### src/rtl/psum_ofifo.sv
// psum_ofifo: output-side collector for the mac_array psum stream.
//
// Each MAC column owns a private FIFO fed by its own write strobe, so columns
// may arrive skewed in time. Once every column holds at least one entry, a
// full row (one psum per column) is presented first-word-fall-through, and a
// row pop advances all columns together.
//
// Parameters:
//   col      number of MAC columns / psum lanes
//   bw_psum  psum width in bits (passed through unmodified)
//   depth    entries per column FIFO (power of two, >= 2)
//
// Ports:
//   clk      clock, rising edge
//   reset    synchronous active-high reset (pointers and overflow flag only)
//   in       psum lanes, lane i = in[bw_psum*(i+1)-1 : bw_psum*i]
//   wr       per-column write strobes, wr[i] writes lane i
//   rd       row pop request (ignored while o_valid is low)
//   out      head row, all zeros while o_valid is low
//   o_valid  every column FIFO non-empty
//   o_full   any column FIFO holds depth entries
//   o_ready  no column FIFO full
//   ovf      sticky dropped-write flag, present only with PSUM_OFIFO_OVF_EN
//
// Optional feature macro: PSUM_OFIFO_OVF_EN
module psum_ofifo #(
    parameter int col     = 8,
    parameter int bw_psum = 22,
    parameter int depth   = 16
) (
    input  logic                   clk,
    input  logic                   reset,
    input  logic [col*bw_psum-1:0] in,
    input  logic [col-1:0]         wr,
    input  logic                   rd,
    output logic [col*bw_psum-1:0] out,
    output logic                   o_valid,
    output logic                   o_full,
    output logic                   o_ready
`ifdef PSUM_OFIFO_OVF_EN
    ,
    output logic                   ovf
`endif
);

    localparam int AW = $clog2(depth);
    localparam int PW = AW + 1;
    localparam logic [PW-1:0] DEPTH_CNT = PW'(depth);

    logic [bw_psum-1:0] mem_q [col][depth];
    logic [PW-1:0]      wptr_q [col];
    logic [PW-1:0]      wptr_d [col];
    logic [PW-1:0]      rptr_q;
    logic [PW-1:0]      rptr_d;
    logic [PW-1:0]      count [col];
    logic [col-1:0]     nonempty;
    logic [col-1:0]     full;
    logic [col-1:0]     wr_ok;
    logic               pop;

    // All columns pop in lockstep, so a single shared read pointer suffices.
    always_comb begin
        nonempty = '0;
        full     = '0;
        for (int i = 0; i < col; i++) begin
            count[i]    = wptr_q[i] - rptr_q;
            nonempty[i] = (count[i] != '0);
            full[i]     = (count[i] == DEPTH_CNT);
        end
    end

    assign o_valid = &nonempty;
    assign o_full  = |full;
    assign o_ready = ~o_full;
    assign pop     = rd & o_valid;

    // A full column still accepts a write when the head is popped in the same
    // cycle: the write slot is the one being vacated.
    always_comb begin
        wr_ok = '0;
        for (int i = 0; i < col; i++) begin
            wr_ok[i]  = wr[i] & (~full[i] | pop);
            wptr_d[i] = wptr_q[i] + PW'(wr_ok[i]);
        end
        rptr_d = rptr_q + PW'(pop);
    end

    always_comb begin
        out = '0;
        if (o_valid) begin
            for (int i = 0; i < col; i++) begin
                out[i*bw_psum +: bw_psum] = mem_q[i][rptr_q[AW-1:0]];
            end
        end
    end

    always_ff @(posedge clk) begin
        if (reset) begin
            for (int i = 0; i < col; i++) begin
                wptr_q[i] <= '0;
            end
            rptr_q <= '0;
        end else begin
            for (int i = 0; i < col; i++) begin
                wptr_q[i] <= wptr_d[i];
            end
            rptr_q <= rptr_d;
        end
    end

    // Storage is never cleared; writes during reset are suppressed so the
    // reset cycle has no side effects on later reads.
    always_ff @(posedge clk) begin
        for (int i = 0; i < col; i++) begin
            if (wr_ok[i] && !reset) begin
                mem_q[i][wptr_q[i][AW-1:0]] <= in[i*bw_psum +: bw_psum];
            end
        end
    end

`ifdef PSUM_OFIFO_OVF_EN
    logic ovf_q;
    logic any_drop;

    assign any_drop = |(wr & full & ~{col{pop}});

    always_ff @(posedge clk) begin
        if (reset) begin
            ovf_q <= 1'b0;
        end else if (any_drop) begin
            ovf_q <= 1'b1;
        end
    end

    assign ovf = ovf_q;
`endif

endmodule

### config.mk
export PLATFORM = sky130hd
export DESIGN_NAME = psum_ofifo
export DESIGN_NICKNAME = d
export VERILOG_FILES = /design/src/rtl/psum_ofifo.sv
export SDC_FILE = /design/constraint.sdc
export NUM_CORES = 2
export LEC_CHECK = 0
export ABC_CLOCK_PERIOD_IN_PS = 14800
export CORE_ASPECT_RATIO = 0.5
export CORE_UTILIZATION = 45
export CTS_CLUSTER_SIZE = 30
export DETAILED_ROUTE_END_ITERATION = 16
export GPL_ROUTABILITY_DRIVEN = 0
export MAX_ROUTING_LAYER = met4
export PLACE_DENSITY = 0.72
export SKIP_CTS_REPAIR_TIMING = 1
export SLEW_MARGIN = 30
export SYNTH_ARGS = -nofsm -noshare
export SYNTH_HDL_FRONTEND = slang
export SYNTH_SLANG_ARGS = --single-unit
export TNS_END_PERCENT = 100
### constraint.sdc
create_clock -name clk -period 14.8 [get_ports clk]
set_input_delay 4.44 -clock clk [delete_from_list [all_inputs] [get_ports clk]]
set_output_delay 4.44 -clock clk [all_outputs]
set_load 0.05 [all_outputs]
# Word level (Yosys, flattened, before mapping)
# Memory sizes are Yosys's and may differ from the RTL's.
# Index checks and enable logic that the tools add are counted.
# word_totals
latchBits,0
mem_bits_rw,2856
romBits,0
register_bits,5
out_inout_bits,179
n_memories,2
# memory_table
memory,words,width,rd,rd_ports_with_merged_regs,write_ports,line_no,rtl
mem_q,8,352,8,0,8,50,logic [bw_psum-1:0] mem_q [col][depth];
wptr_q,8,5,8,0,8,51,logic [PW-1:0] wptr_q [col];
# classes
shifts,0
reduce_logical,27
mul,0
bitwise_logic,43
div_mod_pow,0
n_eq_ne,8
addsub,17
muxes,68
magnitude_cmp,17
# op_table
operator,n
$mux 352,8
$bmux 22 s4,8
$demux 22 s4,8
$mux 22,24
$mux 176,1
$add 5x1->5,9
$ge 5x5->1 const B,9
$not 4->5,9
$eq 5x5->1 const B,8
$lt 5x1->1 const B,8
$mux 5,8
$reduce_bool 5->1,8
$sub 5x5->5,8
$logic_and 1x1->1,16
$or 1x1->1,16
$mux 1,11
$and 1x1->1,9
$not 1->1,9
$reduce_and 8->1,1
$reduce_or 8->1,1
$logic_not 1->1,1

# Logic depth before layout (Yosys ltp)
# logic_depth
ltp_word,9
ltp_mapped,18

# Least setup slack after synthesis
# No wires, ideal clock.
# synth_path
path_type,reg-to-output
startpoint,register rptr_q[3]
endpoint,output out[0]
arrival_time_ns,4.420
setup_slack_ns,5.940
required_ns,10.360
path_stages_with_launch,14
cell_sequence,dfxtp_1 > inv_2 > clkbuf_1 > buf_1 > ha_1 > xor2_1 > nor4b_1 > a31oi_1 > nor4b_1 > a2111oi_4 > nand3b_4 > buf_2 > buf_2 > nor2b_1
# synth_between
elab_chain_len,5
word_cells_on_any_way,22
# synth_lines
item,line_no,rtl
start: declaration,53,logic [PW-1:0] rptr_q;
start signal: assignment,107,rptr_q <= rptr_d;
branches (longest 4 deep; another with $sub 5x5->5),n/a,
$mux 176 *,90,if (o_valid) begin
end: declaration,36,"output logic [col*bw_psum-1:0] out,"
# Mark *: on every way between the ends. The select of a mux whose other input is x is not followed.

# Worst setup path after layout
# layout_path
startpoint,register rptr_q[2]
endpoint,output out[9]
# Same word-level chain as after synthesis.

==> impl_results.md <==
- Status: finished clean
- Critical Path Max Stage Delay: 1000 ps
- DRT Wirelength: 253000 um
- First-pass detailed-route iteration total: 5
- # Max-Cap Violations: 0
- Synth area leader: edfxtp_1
- Final core utilization: 52.3%
- Initial Util: 45.4%
- CP most frequent cell: buf_4
- Setup CP Type: flop to primary output
- Fmax: 88.8 MHz
- Psw: 3170 uW
- Tot GR Track Use: 20.8%
- CTS tree: built
- LEAKAGE: 0.0383 uW
- Part of the power in registers: 57.1%
- Fin Setup TNS: 0 ps
- Reg clk slew, reported paths: 60 ps
- First-pass GRT wire length: 367000 um
- CTS buffer count: 249
- Top FF cell, synth: edfxtp_1
- Slew @ Worst Pin: 1010 ps
- Core footprint: 244000 um^2
- Synthesized cell area: 111000 um^2
- Buffers on Ports: 365
- Most frequent cell after synthesis: edfxtp_1
- Commonest cells post-synth: 2816 x edfxtp_1, 880 x mux4_2, 225 x nor2b_1
- Clk sink count: 2861
- Power Density: 124 nW/um^2
- Cell with the largest stage delay on the worst path: dfxtp_4
- Vias per cell: 5.88
- Post-synthesis cell type count: 52
- Remaining DRCs: 0
- WL per Instance: 29.0 um
- Average size of a mapped cell: 23.5 um^2
- Rows: 128
- Fin nets: 5496
- Hold crit path type: flop to flop
- Die X: 704 um
- Die Area: 249000 um^2
- Post-synth EDFFs: 2816
- Worst skew pair latency: 890 ps
- DP Worst Slack: 4030 ps
- Initial antenna violation count: 49
- Worst setup margin: 3540 ps
- Crit path cell chain: inv_1 -> ha_1 -> o21ai_0 -> a21oi_1 -> nor3_1 -> nor4b_1 -> a2111oi_4 -> buf_4 -> nand3b_4 -> buf_12 -> buf_4 -> nor2b_1 -> clkdlybuf4s50_1
- Initial DRC count: 5580
- Slew Limit Fails: 0
- Post-synthesis async set-or-reset flop share: 0%
- Vias: 51300
- Slew Limit Headroom: 32.7%
- Hold Fails Final Rpt: 0
- Post-synthesis sequential area ratio: 77.0%
- Ys Warns: 0
- Syn nets: 4969
- Final period util: 76.1%
- Largest net degree at the start of global routing: 151
- Crit-path max FO: 67
- Clk_skew: 51.1 ps
- Pint: 12600 uW
- GRT overflow: 0
- P&R area growth vs syn: 15.1%
- Unrepaired setup endpoints after global routing: no
- Finish-stage setup viols: 0
- Clk pwr share: 40.0%
- Vias in the first global route: 53500
- I/O pins: 366
- Period minus WS final: 11260 ps
- Clock root cell: clkbuf_16
- Area share of the largest cell type after synthesis: 76.2%
- Post-DP HPWL: 139000 um
- Crit end category: primary output
- Worst EP arrival: 6820 ps
- Syn Inst Count: 4732
- Comb power frac: 2.9%
- Data required, critical path: 10360 ps
- Vert. Die Dim: 353 um
- Fraction of layout cells with a size suffix above 1: 28.3%
- Worst setup SP type: flop
- CTS max path bufs: 4
- CTS HTree Levels: 4
- Yosys reg bits: 2861
- Peak supply drop: 0.124 mV
- Synth area leaders: edfxtp_1 76%, mux4_2 18%, nor2b_1 1.3%, dfxtp_1 0.81%, clkbuf_1 0.59%
- Sw frac: 20.1%
- Number of antenna-violating nets in the routed design: 0
==> worst max-delay path, delay by kind of cell (launching register included) <==
kind | cells | cell delay [ps]
AND/OR/NAND/NOR | 4 | 1190
adder cells (fa/ha/maj) | 1 | 440
buffers and inverters | 5 | 2370
AO/OA/AOI/OAI | 3 | 860
flip-flops | 1 | 1000
==> cells by family after synthesis <==
family,share of synthesized area [%]
xor gates and xnor gates,0.347
adders and majority gates,0.564
DFF,77.0
buffers and inverters,0.964
muxes,17.9
AOI/OAI and AO/OA,0.325
and+or+nand+nor,2.92
==> stage by stage <==
step,cells,instance area [um^2],total power (uW),hold WS (ps)
after global placement,8246,119000,9610,517
final,8736,128000,15800,542
after detailed placement,8251,120000,9640,528
after CTS,8700,127000,15900,549
after global routing,8733,128000,16200,580
after floorplan,4732,111000,9370,498
==> flip-flops by register name (all words and copies together) (netlist names) <==
signal,flops
wptr_q,40
rptr_q,5
mem_q,2816
==> metal layers <==
| layer | vias up | wire [um] | GRT usage, % |
|---|---|---|---|
| li1 | 21200 | - | - |
| met1 | 27700 | 97600 | 26.5 |
| met2 | 2013 | 131000 | 34.7 |
| met3 | 448 | 16600 | 2.89 |
| met4 | 0 | 8260 | 6.85 |
| met5 | - | 0 | - |
==> placed cells by master, fill, tap and decap left out, types with 47 or more instances in the layout <==
cell type	count
buf_4	137
clkbuf_16	251
clkbuf_1	53
nand3_1	50
nand2_1	69
clkdlybuf4s50_1	364
ha_1	50
nor2_2	63
clkinv_2	57
nor2_1	47
edfxtp_1	2816
nor2b_1	225
mux4_2	880
==> cell type report <==
cell class | instances | area [um^2]
timing repair buffer | 528 | 5160
sequential | 2861 | 85500
antenna | 29 | 72.6
tap | 3250 | 4070
clock inverter | 138 | 1220
inverter | 14 | 60.1
clock buffer | 311 | 6580
fill | 18100 | 117000
multi-input combinational | 1605 | 25100
==> power by group through the flow <==
stage | Sequential [uW] | Clock (uW) | Combinational (uW)
floorplan | 9170 | 0 | 204
global placement | 9180 | 0 | 435
detailed placement | 9180 | 0 | 460
CTS | 9010 | 6410 | 462
global route | 9010 | 6710 | 489
finish | 9010 | 6310 | 459
==> final timing paths <==
path | cells after the start | slack, ps | to | from
max | 13 | 3540 | out[9] | rptr_q[2]$_SDFF_PP0_
max reg2reg | 15 | 9710 | wptr_q[0][29]$_SDFF_PP0_ | rptr_q[2]$_SDFF_PP0_
min | 2 | 540 | wptr_q[0][19]$_SDFF_PP0_ | wptr_q[0][19]$_SDFF_PP0_
min reg2reg | 2 | 540 | wptr_q[0][19]$_SDFF_PP0_ | wptr_q[0][19]$_SDFF_PP0_
(Power assumes the default switching activity.)
